<file path="config.mk">
export PLATFORM = sky130hd
export DESIGN_NAME = cpu_rom_sequencer
export DESIGN_NICKNAME = d
export VERILOG_FILES = /design/src/rtl/seq_pkg.sv /design/src/rtl/seq_rom.sv /design/src/rtl/cpu_rom_sequencer.sv
export SDC_FILE = /design/constraint.sdc
export NUM_CORES = 1
export LEC_CHECK = 0
export CAP_MARGIN = 5
export CORE_UTILIZATION = 50
export DETAILED_ROUTE_END_ITERATION = 10
export GPL_TIMING_DRIVEN = 0
export PLACE_DENSITY = 0.82
export SYNTH_ARGS = -nofsm -noshare
export SYNTH_HDL_FRONTEND = slang
export SYNTH_SLANG_ARGS = --single-unit
export TNS_END_PERCENT = 20
</file>
<file path="constraint.sdc">
create_clock -name clk -period 1.8 [get_ports clk]
set_input_delay 0.27 -clock clk [delete_from_list [all_inputs] [get_ports clk]]
set_output_delay 0.27 -clock clk [all_outputs]
set_load 0.01 [all_outputs]
</file>
<file path="src/rtl/seq_pkg.sv">
// Shared definitions for cpu_rom_sequencer: ROM word layout, FSM encoding and the built-in program.
// Entries 0..2 form the reference program; the remaining words exercise all opcodes.
package seq_pkg;

  localparam int ROM_W        = 20;
  localparam int DATA_W       = 8;
  localparam int OP_W         = 3;
  localparam int PC_W         = 4;
  localparam int MAX_PROG_LEN = 16;

  localparam int USE_ACC_BIT  = 19;
  localparam int OP_LSB       = 16;
  localparam int A_LSB        = 8;
  localparam int B_LSB        = 0;

  localparam logic [1:0] ST_IDLE = 2'd0;
  localparam logic [1:0] ST_LOAD = 2'd1;
  localparam logic [1:0] ST_HOLD = 2'd2;
  localparam logic [1:0] ST_HALT = 2'd3;

  // {use_acc, opcode, A, B}
  localparam logic [ROM_W-1:0] SEQ_ROM [MAX_PROG_LEN] = '{
    20'h0_1234, 20'h9_0502, 20'h2_F00F, 20'h3_1122,
    20'h4_3344, 20'h5_5A5A, 20'h6_FF01, 20'h7_0101,
    20'h8_AB00, 20'h1_7F80, 20'h2_0000, 20'hB_0011,
    20'h4_C3C3, 20'hD_0001, 20'h6_8001, 20'h7_FFFF
  };

  function automatic logic word_use_acc(input logic [ROM_W-1:0] w);
    return w[USE_ACC_BIT];
  endfunction

  function automatic logic [OP_W-1:0] word_op(input logic [ROM_W-1:0] w);
    return w[OP_LSB +: OP_W];
  endfunction

  function automatic logic [DATA_W-1:0] word_a(input logic [ROM_W-1:0] w);
    return w[A_LSB +: DATA_W];
  endfunction

  function automatic logic [DATA_W-1:0] word_b(input logic [ROM_W-1:0] w);
    return w[B_LSB +: DATA_W];
  endfunction

endpackage

</file>
<file path="src/rtl/seq_rom.sv">
// Combinational program ROM lookup indexed by pc; no state, zero latency.
module seq_rom
  import seq_pkg::*;
(
  input  logic [PC_W-1:0]  addr,
  output logic [ROM_W-1:0] word
);

  assign word = SEQ_ROM[addr];

endmodule

</file>
<file path="src/rtl/cpu_rom_sequencer.sv">
// Steps the ROM program onto the CPU side of the mode switch, each instruction held HOLD_CYCLES after its load cycle.
// Optional SEQ_ACC_FWD_EN: instructions with use_acc set take operand A from the captured ALU result.
module cpu_rom_sequencer
  import seq_pkg::*;
#(
  parameter int HOLD_CYCLES = 8,
  parameter int PROG_LEN    = 16
) (
  input  logic       clk,
  input  logic       rst_n,
  input  logic       ena,
  input  logic       mode,
  input  logic       loop,
  input  logic [7:0] alu_result,
  output logic [7:0] cpu_a,
  output logic [7:0] cpu_b,
  output logic [2:0] cpu_opcode,
  output logic [3:0] pc,
  output logic       instr_valid,
  output logic       halted
);

  localparam int CW = (HOLD_CYCLES > 1) ? $clog2(HOLD_CYCLES) : 1;
  localparam logic [CW-1:0]   CNT_LOAD = CW'(HOLD_CYCLES - 1);
  localparam logic [PC_W-1:0] LAST_PC  = PC_W'(PROG_LEN - 1);

  logic [1:0]        state;
  logic [CW-1:0]     cnt;
  logic [ROM_W-1:0]  word;
  logic [DATA_W-1:0] load_a;
  logic              hold_done;

  seq_rom u_rom (
    .addr (pc),
    .word (word)
  );

  // Last enabled HOLD cycle: the outputs have been stable long enough to sample the ALU.
  assign hold_done = mode && ena && (state == ST_HOLD) && (cnt == '0);

`ifdef SEQ_ACC_FWD_EN
  logic [DATA_W-1:0] acc;

  assign load_a = word_use_acc(word) ? acc : word_a(word);

  always_ff @(posedge clk or negedge rst_n) begin
    if (!rst_n) begin
      acc <= '0;
    end else if (hold_done) begin
      acc <= alu_result;
    end
  end
`else
  logic unused_inputs;

  assign load_a        = word_a(word);
  assign unused_inputs = ^{alu_result, word_use_acc(word)};
`endif

  always_ff @(posedge clk or negedge rst_n) begin
    if (!rst_n) begin
      state       <= ST_IDLE;
      cnt         <= '0;
      pc          <= '0;
      cpu_a       <= '0;
      cpu_b       <= '0;
      cpu_opcode  <= '0;
      instr_valid <= 1'b0;
      halted      <= 1'b0;
    end else if (!mode) begin
      // Manual mode: operands keep their last values so the switch sees no glitch.
      state       <= ST_IDLE;
      pc          <= '0;
      halted      <= 1'b0;
      instr_valid <= 1'b0;
    end else if (!ena) begin
      instr_valid <= 1'b0;
    end else begin
      instr_valid <= 1'b0;
      case (state)
        ST_IDLE: begin
          state <= ST_LOAD;
        end
        ST_LOAD: begin
          cpu_a       <= load_a;
          cpu_b       <= word_b(word);
          cpu_opcode  <= word_op(word);
          instr_valid <= 1'b1;
          cnt         <= CNT_LOAD;
          state       <= ST_HOLD;
        end
        ST_HOLD: begin
          if (hold_done) begin
            if (pc < LAST_PC) begin
              pc    <= pc + 4'd1;
              state <= ST_LOAD;
            end else if (loop) begin
              pc    <= '0;
              state <= ST_LOAD;
            end else begin
              halted <= 1'b1;
              state  <= ST_HALT;
            end
          end else begin
            cnt <= cnt - CW'(1);
          end
        end
        ST_HALT: begin
          halted <= 1'b1;
        end
        default: begin
          state <= ST_IDLE;
        end
      endcase
    end
  end

endmodule
</file>
==> metrics.log <==
INFO  metric num-nets-final = between 200 and 250
INFO  metric pre_cts_ws = -0.0629 ns
INFO  metric finClkSkew = 0.00414 ns
INFO  metric power.ir.vdd_worst = 0.000487 V
INFO  metric worst_slew_margin = 0.557
INFO  metric yosysWarningCount = 0
INFO  metric gate_power_share = 0.195
INFO  metric run_status = completed
INFO  metric seq_area_frac_synth = 0.440
INFO  metric grt_antenna_before_repair = 0
INFO  metric routed_wl = 3850 µm
INFO  metric wl_met3 = approximately 200 µm
INFO  metric pin_count = 38
INFO  metric route.met2.wl = around 1900 µm
INFO  metric grt_start_max_net_pins = 31
INFO  metric top_signal_layer_used = met4
INFO  metric cts_buffer_depth = 2
INFO  metric timing.final.ws_setup = a little under 0.06 ns
INFO  metric portion_of_total_power_attributed_to_the_clock_network = 0.324
INFO  metric global_route.usage.total = 0.237
INFO  metric worstPathCellList = inv_1 -> ha_1 -> o21ai_2 -> a31o_1 -> o22a_1
INFO  metric seq_power_share = 0.481
INFO  metric start_util = 0.541
INFO  metric critical_path.n_buffers_inverters = 1
INFO  metric critical-path-max-stage-delay = about 0.48 ns
INFO  metric drt_iter0_markers = 66
INFO  metric drt.antenna.violating_nets = 0
INFO  metric final_period_util = 0.968
INFO  metric synthDominantCellAreaShare = 0.440
INFO  metric synth_flop_type = dfrtp_1
INFO  metric switching_share = 0.258
INFO  metric worst-setup-path-type = register to register
INFO  metric cts.reportedPaths.clkPinSlew = 0.10 ns
INFO  metric synth_cell_type_count = 47
INFO  metric totalPowerFinal = around 1.6 mW
INFO  metric report.final.hold_viol_count = 0
INFO  metric timing.reg2reg.setup_slack = 0.06 ns
INFO  metric detailed_place_hpwl = 2750 µm
INFO  metric ys_seq_elements = 30
INFO  metric critPathMaxFanout = 9
INFO  metric wl_per_cell = 15.0 µm
INFO  metric cts.sink_count = 30
INFO  metric dominant_delay_contributor_by_cell_family_on_the_critical_path = compound AO/OA/AOI/OAI gates
INFO  metric synthTopCellsByArea = dfrtp_1, ha_1, nand2_1, o21ai_0, a21oi_1
INFO  metric hold_class = input port to register
INFO  metric syn-num-nets = 204
INFO  metric postSynth.asyncResetShare = 1.00
INFO  metric cts-root-buf = clkbuf_4
INFO  metric clk_latency = 0.34 ns
INFO  metric finalSetupTns = 0 ns
INFO  metric die_h = 60.4 µm
INFO  metric wl_met1 = 1700 µm
INFO  metric first_pass_grt_wire_length = 6270 µm
INFO  metric layout.cells.most_common = dfrtp_1
INFO  metric worst_max_slew_pin_slew = 0.665 ns
INFO  metric internal_power = 1.22 mW
INFO  metric synth_enable_flop_cells = 0
INFO  metric timing.critical_path.arrival = just over 2 ns
INFO  metric floorplan.core_area = approximately 0.0032 mm²
INFO  metric final_layout_size_suffix_gt1_frac = 0.117
INFO  metric drv_slew = 0
INFO  metric dr.pass1.iters = 4
INFO  metric drc = 0
INFO  metric critical_path_startpoint_category = register
INFO  metric place.gp.congestion = 0.848
INFO  metric port_buffers = 28
INFO  metric maxClockFrequency = 574 MHz
INFO  metric num_rows = 20
INFO  metric final_critical_period = approximately 1.7 ns
INFO  metric clock_tree_from_tritoncts = done
INFO  metric dr_total_vias = 1452
INFO  metric final_core_utilization = 0.674
INFO  metric setup_repair_after_global_routing_missed_its_margin = yes
INFO  metric p_leak = 0.963 nW
INFO  metric grt-ovfl-total = 0
INFO  metric fp.dieArea = 0.00365 mm²
INFO  metric syn_area_per_cell = 9.63 µm²
INFO  metric dieWidth = 60.4 µm
INFO  metric power.net_switching = between 0.4 and 0.5 mW
INFO  metric number_of_antenna_cells_inserted = 0
INFO  metric maxCapViolations = 0
INFO  metric layout_area_overhead = 24.6%
INFO  metric crit_path_end_kind = register
INFO  metric syn-cell-area = roughly 0.0017 mm²
INFO  metric detail_route.vias_per_cell = ~5.6
INFO  metric synthCells = 177
INFO  metric timing.critical_path.required = roughly 2.1 ns
INFO  metric pwr_density_cell = 774 mW/mm²
INFO  metric synth_largest_area_cell = dfrtp_1
INFO  metric setup_viol_count_final = 0
INFO  metric critical-path-slowest-cell = dfrtp_2
INFO  metric total_clock_buffers_created_by_cts = 5
INFO  metric htree_levels = 2
INFO  metric final_cell_mix = dfrtp_1, clkdlybuf4s50_1, nand2_1
INFO  metric number_of_global_route_vias_before_repair = between 1000 and 1500
[cell families after synthesis]
logic type,Yosys count,share of synthesized area
AO/OA/AOI/OAI,56,0.227
flip-flops,30,0.440
multiplexers,3,0.0183
AND/OR/NAND/NOR,53,0.156
buffers and inverters,21,0.0558
adder cells (fa/ha/maj),14,0.103
[cell usage after synthesis, types with 2 or more instances]
master     n
a211o_1    2
nor3_1     3
a211oi_1   3
and2_1     2
nand2b_1   3
a21oi_1   10
ha_1      14
o21ai_2    2
o21a_1     2
o211ai_1   3
o31ai_1    2
inv_1      8
nand3_1    5
o32a_1     2
mux2i_1    2
nor2b_1    4
dfrtp_1   30
nor2_1     9
buf_2      3
nand2_1   21
o22a_1     3
a32o_1     2
o21ai_0   13
clkbuf_1   5
o22ai_1    2
[routing by layer]
metal	global-route usage	vias to the layer above
met5	0	-
met4	0.120	0
met3	0.0597	11
met2	0.369	51
met1	0.308	693
li1	-	697
[per-stage QoR]
stage,hold WS [ns],std cells,instance area (µm²)
after CTS,0.216,257,2120
after detailed placement,0.456,249,2040
final,0.215,257,2120
after global routing,0.205,257,2120
after global placement,0.452,249,2040
after floorplan,-0.0256,177,1710
[power groups by stage]
stage	clock network [mW]	registers (mW)	logic (mW)
floorplan	0	0.836	0.114
global placement	0	0.802	0.315
detailed placement	0	0.806	0.326
CTS	0.537	0.792	0.327
global route	0.568	0.803	0.351
finish	0.533	0.791	0.321
[sequential cells by signal, indices dropped and copies added, names as in the netlist]
| register | count |
|---|---|
| halted | 1 |
| pc | 4 |
| cnt | 3 |
| cpu_b | 8 |
| instr_valid | 1 |
| cpu_a | 8 |
| cpu_opcode | 3 |
| state | 2 |
[cell type report]
type,count,area (µm²)
Buffer,10,52.6
Clock buffer,5,37.5
Clock inverter,3,40.0
Fill cell,263,1030
Inverter,10,38.8
Multi-Input combinational cell,126,862
Sequential cell,30,753
Tap cell,44,55.1
Timing Repair Buffer,29,285
[path summary, 6_finish.rpt]
kind | from | to | cells past startpoint
worst max-delay path | pc[1] | cpu_a[6] | 5
worst min-delay path | mode | state[0] | 2
worst max register to register | pc[1] | cpu_a[6] | 5
worst min register to register | cpu_b[2] | cpu_b[2] | 2
max in group asynchronous | rst_n | pc[0] | 2
min in group asynchronous | rst_n | cpu_opcode[2] | 2
[timing repair]
item / CTS / global route
gates resized for setup: 2 / 1
pin swaps: 0 / 0
setup endpoints to repair: 1 / 8
setup buffers: 0 / 0
hold buffers: 0 / 1
hold endpoints to repair: 0 / 10
Power figures use the tool's default switching activity.
